===== src/rtl/lcd_frame_arbiter.sv =====
// Shares a 16x2 character LCD between two frame clients: runs the power-up command
// sequence, then grants round-robin and streams clear, line-1 and line-2 writes.
module lcd_frame_arbiter #(
    parameter int unsigned INIT_DELAY = 70,
    parameter int unsigned CMD_HOLD   = 30,
    parameter int unsigned CLEAR_WAIT = 200
) (
    input  logic       CLK,
    input  logic       RESETN,
    input  logic [1:0] REQ,
    input  logic [7:0] CHAR0,
    input  logic [7:0] CHAR1,
    output logic [1:0] GNT,
    output logic [4:0] IDX,
    output logic       BUSY,
    output logic       DONE,
    output logic       LCD_E,
    output logic       LCD_RS,
    output logic       LCD_RW,
    output logic [7:0] LCD_DATA
);

    localparam int unsigned LINE_LEN = 17;
    localparam int unsigned MAX_AB   = (INIT_DELAY > CMD_HOLD) ? INIT_DELAY : CMD_HOLD;
    localparam int unsigned MAX_ABC  = (MAX_AB > CLEAR_WAIT) ? MAX_AB : CLEAR_WAIT;
    localparam int unsigned MAX_HOLD = (MAX_ABC > LINE_LEN) ? MAX_ABC : LINE_LEN;
    localparam int unsigned CNT_W    = $clog2(MAX_HOLD);

    typedef enum logic [3:0] {
        INIT_WAIT,
        FUNC_SET,
        DISP_ON,
        ENTRY,
        IDLE,
        CLEAR,
        LINE1,
        LINE2,
        FIN
    } state_t;

    state_t           state;
    logic [CNT_W-1:0] cnt;
    logic             last;
    logic             cnt_end_c;
    logic             win_c;
    logic [7:0]       gnt_char_c;

    assign LCD_E      = CLK;
    assign gnt_char_c = GNT[1] ? CHAR1 : CHAR0;

    // Round-robin: on a tie the client that was not served last wins.
    always_comb begin
        win_c = (REQ == 2'b11) ? ~last : REQ[1];
    end

    // Final cycle of the current state's hold period.
    always_comb begin
        cnt_end_c = 1'b0;
        case (state)
            INIT_WAIT:               cnt_end_c = (cnt == CNT_W'(INIT_DELAY - 1));
            FUNC_SET, DISP_ON, ENTRY: cnt_end_c = (cnt == CNT_W'(CMD_HOLD - 1));
            CLEAR:                   cnt_end_c = (cnt == CNT_W'(CLEAR_WAIT - 1));
            LINE1, LINE2:            cnt_end_c = (cnt == CNT_W'(LINE_LEN - 1));
            default:                 cnt_end_c = 1'b0;
        endcase
    end

    // Index leads the registered data byte by one cycle.
    always_comb begin
        IDX = 5'd0;
        if (state == LINE1 && cnt != '0) begin
            IDX = 5'(cnt - CNT_W'(1));
        end else if (state == LINE2) begin
            IDX = 5'(cnt + CNT_W'(15));
        end
    end

    always_ff @(posedge CLK or posedge RESETN) begin
        if (RESETN) begin
            state    <= INIT_WAIT;
            cnt      <= '0;
            last     <= 1'b1;
            GNT      <= 2'b00;
            DONE     <= 1'b0;
            BUSY     <= 1'b1;
            LCD_RS   <= 1'b0;
            LCD_RW   <= 1'b1;
            LCD_DATA <= 8'h00;
        end else begin
            DONE     <= 1'b0;
            cnt      <= cnt + CNT_W'(1);
            LCD_RS   <= 1'b0;
            LCD_RW   <= 1'b0;
            LCD_DATA <= 8'h00;
            case (state)
                INIT_WAIT: begin
                    LCD_RW <= 1'b1;
                    if (cnt_end_c) begin
                        state <= FUNC_SET;
                        cnt   <= '0;
                    end
                end
                FUNC_SET: begin
                    LCD_DATA <= 8'h3C;
                    if (cnt_end_c) begin
                        state <= DISP_ON;
                        cnt   <= '0;
                    end
                end
                DISP_ON: begin
                    LCD_DATA <= 8'h0C;
                    if (cnt_end_c) begin
                        state <= ENTRY;
                        cnt   <= '0;
                    end
                end
                ENTRY: begin
                    LCD_DATA <= 8'h06;
                    if (cnt_end_c) begin
                        state <= IDLE;
                        cnt   <= '0;
                        BUSY  <= 1'b0;
                    end
                end
                IDLE: begin
                    LCD_RW <= 1'b1;
                    cnt    <= '0;
                    if (REQ != 2'b00) begin
                        state <= CLEAR;
                        GNT   <= win_c ? 2'b10 : 2'b01;
                        last  <= win_c;
                        BUSY  <= 1'b1;
                    end
                end
                CLEAR: begin
                    LCD_DATA <= 8'h01;
                    if (cnt_end_c) begin
                        state <= LINE1;
                        cnt   <= '0;
                    end
                end
                LINE1, LINE2: begin
                    if (cnt == '0) begin
                        LCD_DATA <= (state == LINE1) ? 8'h80 : 8'hC0;
                    end else begin
                        LCD_RS   <= 1'b1;
                        LCD_DATA <= gnt_char_c;
                    end
                    if (cnt_end_c) begin
                        cnt <= '0;
                        if (state == LINE1) begin
                            state <= LINE2;
                        end else begin
                            state <= FIN;
                            DONE  <= 1'b1;
                        end
                    end
                end
                FIN: begin
                    LCD_RW <= 1'b1;
                    state  <= IDLE;
                    cnt    <= '0;
                    GNT    <= 2'b00;
                    BUSY   <= 1'b0;
                end
                default: begin
                    state <= INIT_WAIT;
                    cnt   <= '0;
                end
            endcase
        end
    end

endmodule


===== config.mk =====
export PLATFORM = sky130hd
export DESIGN_NAME = lcd_frame_arbiter
export DESIGN_NICKNAME = d
export VERILOG_FILES = /design/src/rtl/lcd_frame_arbiter.sv
export SDC_FILE = /design/constraint.sdc
export NUM_CORES = 1
export LEC_CHECK = 0
export CORE_MARGIN = 2
export CORE_UTILIZATION = 45
export DETAILED_ROUTE_END_ITERATION = 8
export PLACE_DENSITY = 0.82
export SETUP_SLACK_MARGIN = 0.3
export SLEW_MARGIN = 20
export SYNTH_ARGS = -nofsm -noshare
export SYNTH_HDL_FRONTEND = slang
export SYNTH_SLANG_ARGS = --single-unit

===== constraint.sdc =====
create_clock -name CLK -period 5 [get_ports CLK]
set_clock_uncertainty 0.1 [all_clocks]
set_input_delay 0.5 -clock CLK [delete_from_list [all_inputs] [get_ports CLK]]
set_output_delay 0.5 -clock CLK [all_outputs]
set_load 0.01 [all_outputs]

After elaboration in Yosys (flattened, before gate mapping)

Index checks and enable logic that the tools add are counted.

Register bits: 27
Input bits: 20
Output and inout bits: 20
Logic and storage cells: 79

Add/subtract/negate cells: 3
Equal/unequal tests: 20
Multiplexer cells: 31
Bitwise gates (word level): 1
Reductions and logical operators: 15

Operators by type and width:

| kind                                                 | count |
|---|---|
| case mux 8 bit (5 select lines)                      | 1 |
| 2-to-1 mux 4 bit                                     | 8 |
| 2-to-1 mux 8 bit                                     | 4 |
| case mux 4 bit (8 select lines)                      | 1 |
| equality test 4 x 3 -> 1 bit (second input constant) | 4 |
| equality test 8 x 5 -> 1 bit (second input constant) | 2 |
| != test 2 bit (second input constant)                | 7 |
| 2-to-1 mux 5 bit                                     | 2 |
| 2-to-1 mux 1 bit                                     | 9 |
| adder 8 x 1 -> 8 bit (second input constant)         | 1 |
| equality test 4 x 2 -> 1 bit (second input constant) | 2 |
| equality test 8 x 7 -> 1 bit (second input constant) | 1 |
| equality test 8 bit (second input constant)          | 1 |
| zero test 8 bit                                      | 1 |
| nonzero test 8 bit                                   | 1 |
| 2-to-1 mux 7 bit                                     | 1 |
| AND reduction 7 bit                                  | 1 |
| OR reduction 7 bit                                   | 1 |
| OR reduction 3 bit                                   | 2 |
| adder 5 x 4 -> 5 bit (second input constant)         | 1 |
| subtractor 5 x 1 -> 5 bit (second input constant)    | 1 |
| equality test 4 x 1 -> 1 bit (second input constant) | 1 |
| equality test 4 bit (second input constant)          | 1 |
| zero test 4 bit                                      | 1 |
| other kinds (12)                                     | 15 |

Depth between registers and ports, before layout

Depth in word-level cells: 5
Depth in mapped cells: 7
Depth with buffers taken out: 6

==> summary.md <==
| Metric | Value |
|---|---|
| Relative slew slack | 0.379 |
| Static leakage | between 0.8 and 0.9 nW |
| Pin count of the biggest net entering global routing | 28 |
| Antenna violations before repair | 0 |
| Remaining Overflow, GRT | 0 |
| Synth-to-layout area growth | 27.7% |
| Synthesized Nets | approximately 190 |
| Maximum resistive drop on vdd | roughly 0.18 mV |
| Count of flip-flops with a built-in enable after synthesis | 0 |
| Clock-pin transition on the worst setup and hold timing paths | 0.15 ns |
| Status | finished clean |
| Vias | ~1300 |
| Post-DP HPWL | 2.39 mm |
| Compound-gate portion of the synthesized area | 0.129 |
| DRC errors left | 0 |
| Wirelength, routed | 3.28 mm |
| Count of state elements after synthesis | 27 |
| Post-layout net count | between 200 and 250 |
| Sum Neg Setup Slack | 0 ns |
| Pre-CTS worst setup slack | 1.45 ns |
| Worst Reg2Reg Path Length in Cells | 5 |
| Antenna diodes | 0 |
| Number of distinct library cells after synthesis | 44 |
| Cells after synthesis | 166 |
| Overall die area | around 4000 µm² |
| Synthesized-area fraction occupied by and/or/nand/nor cells | 0.212 |
| Final WS setup | 1.21 ns |
| Count of filler cells inserted in the layout | 301 |
| I/O Buffers | 39 |
| Crit-path max FO | 2 |
| Mean instance size in the synthesized netlist | 9.44 µm² |
| Ports placed on the boundary | 40 |
| Most used flip-flop cell after synthesis | dfrtp_1 |
| Hold Crit Class | in -> async |
| TritonRoute pass-1 iters | 4 |
| Routed wire length per instance | around 13 µm |
| Data arrival time of the critical path | approximately 3.2 ns |
| Global-route wire length before repair | 5.66 mm |
| Count of synthesis-stage warnings from yosys | 0 |
| Cell area after synthesis | 1570 µm² |
| GRT Overall Usage | 0.179 |
| Sequential cell area fraction in the yosys report | 0.433 |
| Clock insertion delay at the later pin of the skew report | roughly 0.45 ns |
| Worst slew pin tran | between 0.9 and 1 ns |
| Fraction of final layout cells sized beyond drive strength 1 | 0.0750 |
| Adder and majority gate portion of the synthesized area | 0.0239 |
| Capturing element type of the critical path | output port |
| Largest family of logic cells by synthesized area | simple AND/OR/NAND/NOR gates |
| TritonCTS clock tree | yes |
| Final count of hold timing violations | 0 |
| Cts-stage hold buffer count | 0 |
| Final number of setup-violating endpoints | 0 |
| Cells resized by post-CTS repair | 0 |
| Violation count after the first detailed-routing iteration | 32 |
| Routability congestion estimate from global placement | roughly 0.8 |
| Combined area of the multi-input logic cells | 791 µm² |
| Number of pins with negative max-slew slack in the final report | 0 |
| Unrepaired setup endpoints after global routing | false |
| Core ar. | 3340 µm² |
| DIE HEIGHT | ~63 µm |
| Vias in the first global route | approximately 1300 |
| Max-Cap Viols | 0 |
| Buffers inserted by post-CTS timing repair | 0 |
| Via/cell ratio | ~5.3 |
| Number of placement rows | 21 |
| FFs w/ async S/R, synth | 1.00 |
| Reg area | slightly below 700 µm² |
| Multiplexer fraction of the synthesized cell area | 0.0774 |
| Power density cells | 197 nW/µm² |
| Final ANT Viol Nets | 0 |
| Required time at the endpoint of the critical path | between 4 and 5 ns |
| Chip width | between 60 and 70 µm |
| Kind of launch point of the worst setup path | clock port |
| Critical path start-end classification | clk -> out |
| Xor-xnor portion of the synthesized cell area | 0.0615 |
| Starting Density | 0.470 |
[Yosys cell counts, drive strengths merged (2+ instances only)]
cell,number,share of area
a211oi,2,0.0096
a21oi,5,0.016
a31oi,2,0.0080
and3,4,0.016
and3b,2,0.011
and4,2,0.011
buf,6,0.026
clkbuf,6,0.014
dfrtp,24,0.38
dfstp,3,0.050
ha,3,0.024
inv,9,0.022
mux2i,11,0.070
nand2,7,0.017
nand3,8,0.026
nand3b,2,0.0096
nor2,24,0.057
nor2b,2,0.0080
nor3,4,0.013
o21ai,7,0.022
o21bai,2,0.0096
o31ai,2,0.018
or2,3,0.014
xnor2,4,0.022
xor2,7,0.039
[report_power, final]
part / total, W / switching (W) / internal, W
logic: 0.0000238 / 0.00000845 / 0.0000154
registers: 0.000220 / 0.000000252 / 0.000219
clock network: 0.000151 / 0.0000807 / 0.0000702
total: 0.000394 / 0.0000894 / 0.000305
[metrics by stage]
stage	instances	hold WS (ns)	util	power (W)	area, µm²
after floorplan	166	0.371	-	0.000246	1570
after global placement	239	0.387	0.585	0.000267	1950
after detailed placement	239	0.403	0.585	0.000268	1950
after CTS	246	0.425	0.600	0.000400	2000
after global routing	246	0.412	0.600	0.000409	2000
final	246	0.338	0.600	0.000394	2000
[path summary, 6_finish.rpt]
kind	startpoint	to	slack [ns]
setup / recovery	CLK	LCD_E	1.21
hold / removal	RESETN	LCD_DATA[1]$_DFF_PP0_	0.34
setup reg to reg	state[3]$_DFFE_PP0P_	state[0]$_DFFE_PP0P_	2.76
hold reg to reg	last$_DFFE_PP1P_	last$_DFFE_PP1P_	0.42
max in group asynchronous	RESETN	LCD_DATA[0]$_DFF_PP0_	4.03
min in group CLK	last$_DFFE_PP1P_	last$_DFFE_PP1P_	0.42
[cell usage in the layout, fill, tap and decap left out, types with 3 or more instances in the layout]
master / netlist / final
xor2_1: 7 / 7
xnor2_1: 4 / 4
inv_1: 9 / 8
clkdlybuf4s50_1: 0 / 39
nand3_1: 8 / 8
a21oi_1: 5 / 5
ha_1: 3 / 3
nor3_1: 4 / 4
o21ai_0: 7 / 7
nor2_1: 24 / 24
mux2i_1: 11 / 11
and3_1: 4 / 4
nand2_1: 7 / 7
dfrtp_1: 24 / 24
dfstp_2: 3 / 3
clkbuf_4: 0 / 6
[flip-flops by register name, summed over array words and instances, names as in the netlist, 2 cells and up]
signal and flops:
cnt 8, state 4, GNT 2, LCD_DATA 8
[metal layers]
metal  track usage  share of wire
met3        0.0432          0.065
met2         0.299           0.47
met4        0.0917          0.021
met5             0              0
met1         0.212           0.44
[logic make-up (layout without fill, tap and decap cells)]
family                     Yosys count  after routing
AOI/OAI and AO/OA                   28             28
xor gates and xnor gates            11             11
adders and majority gates            3              3
buffers and inverters               21             55
DFF                                 27             27
muxes                               12             12
and+or+nand+nor                     64             64
[worst max-delay path, stage by stage]
cell and delay (ns):
clkbuf_4 0.11, clkbuf_4 0.12, clkdlybuf4s50_1 0.46
[layout make-up]
class | instances | share of cell area
clock buffer | 7 | 0.0275
clock inverter | 1 | 0.00250
inverter | 9 | 0.0169
multi-input combinational | 118 | 0.395
sequential | 27 | 0.339
tap | 46 | 0.0287
timing repair buffer | 38 | 0.190
No activity file was read; power rests on OpenSTA's default activity.
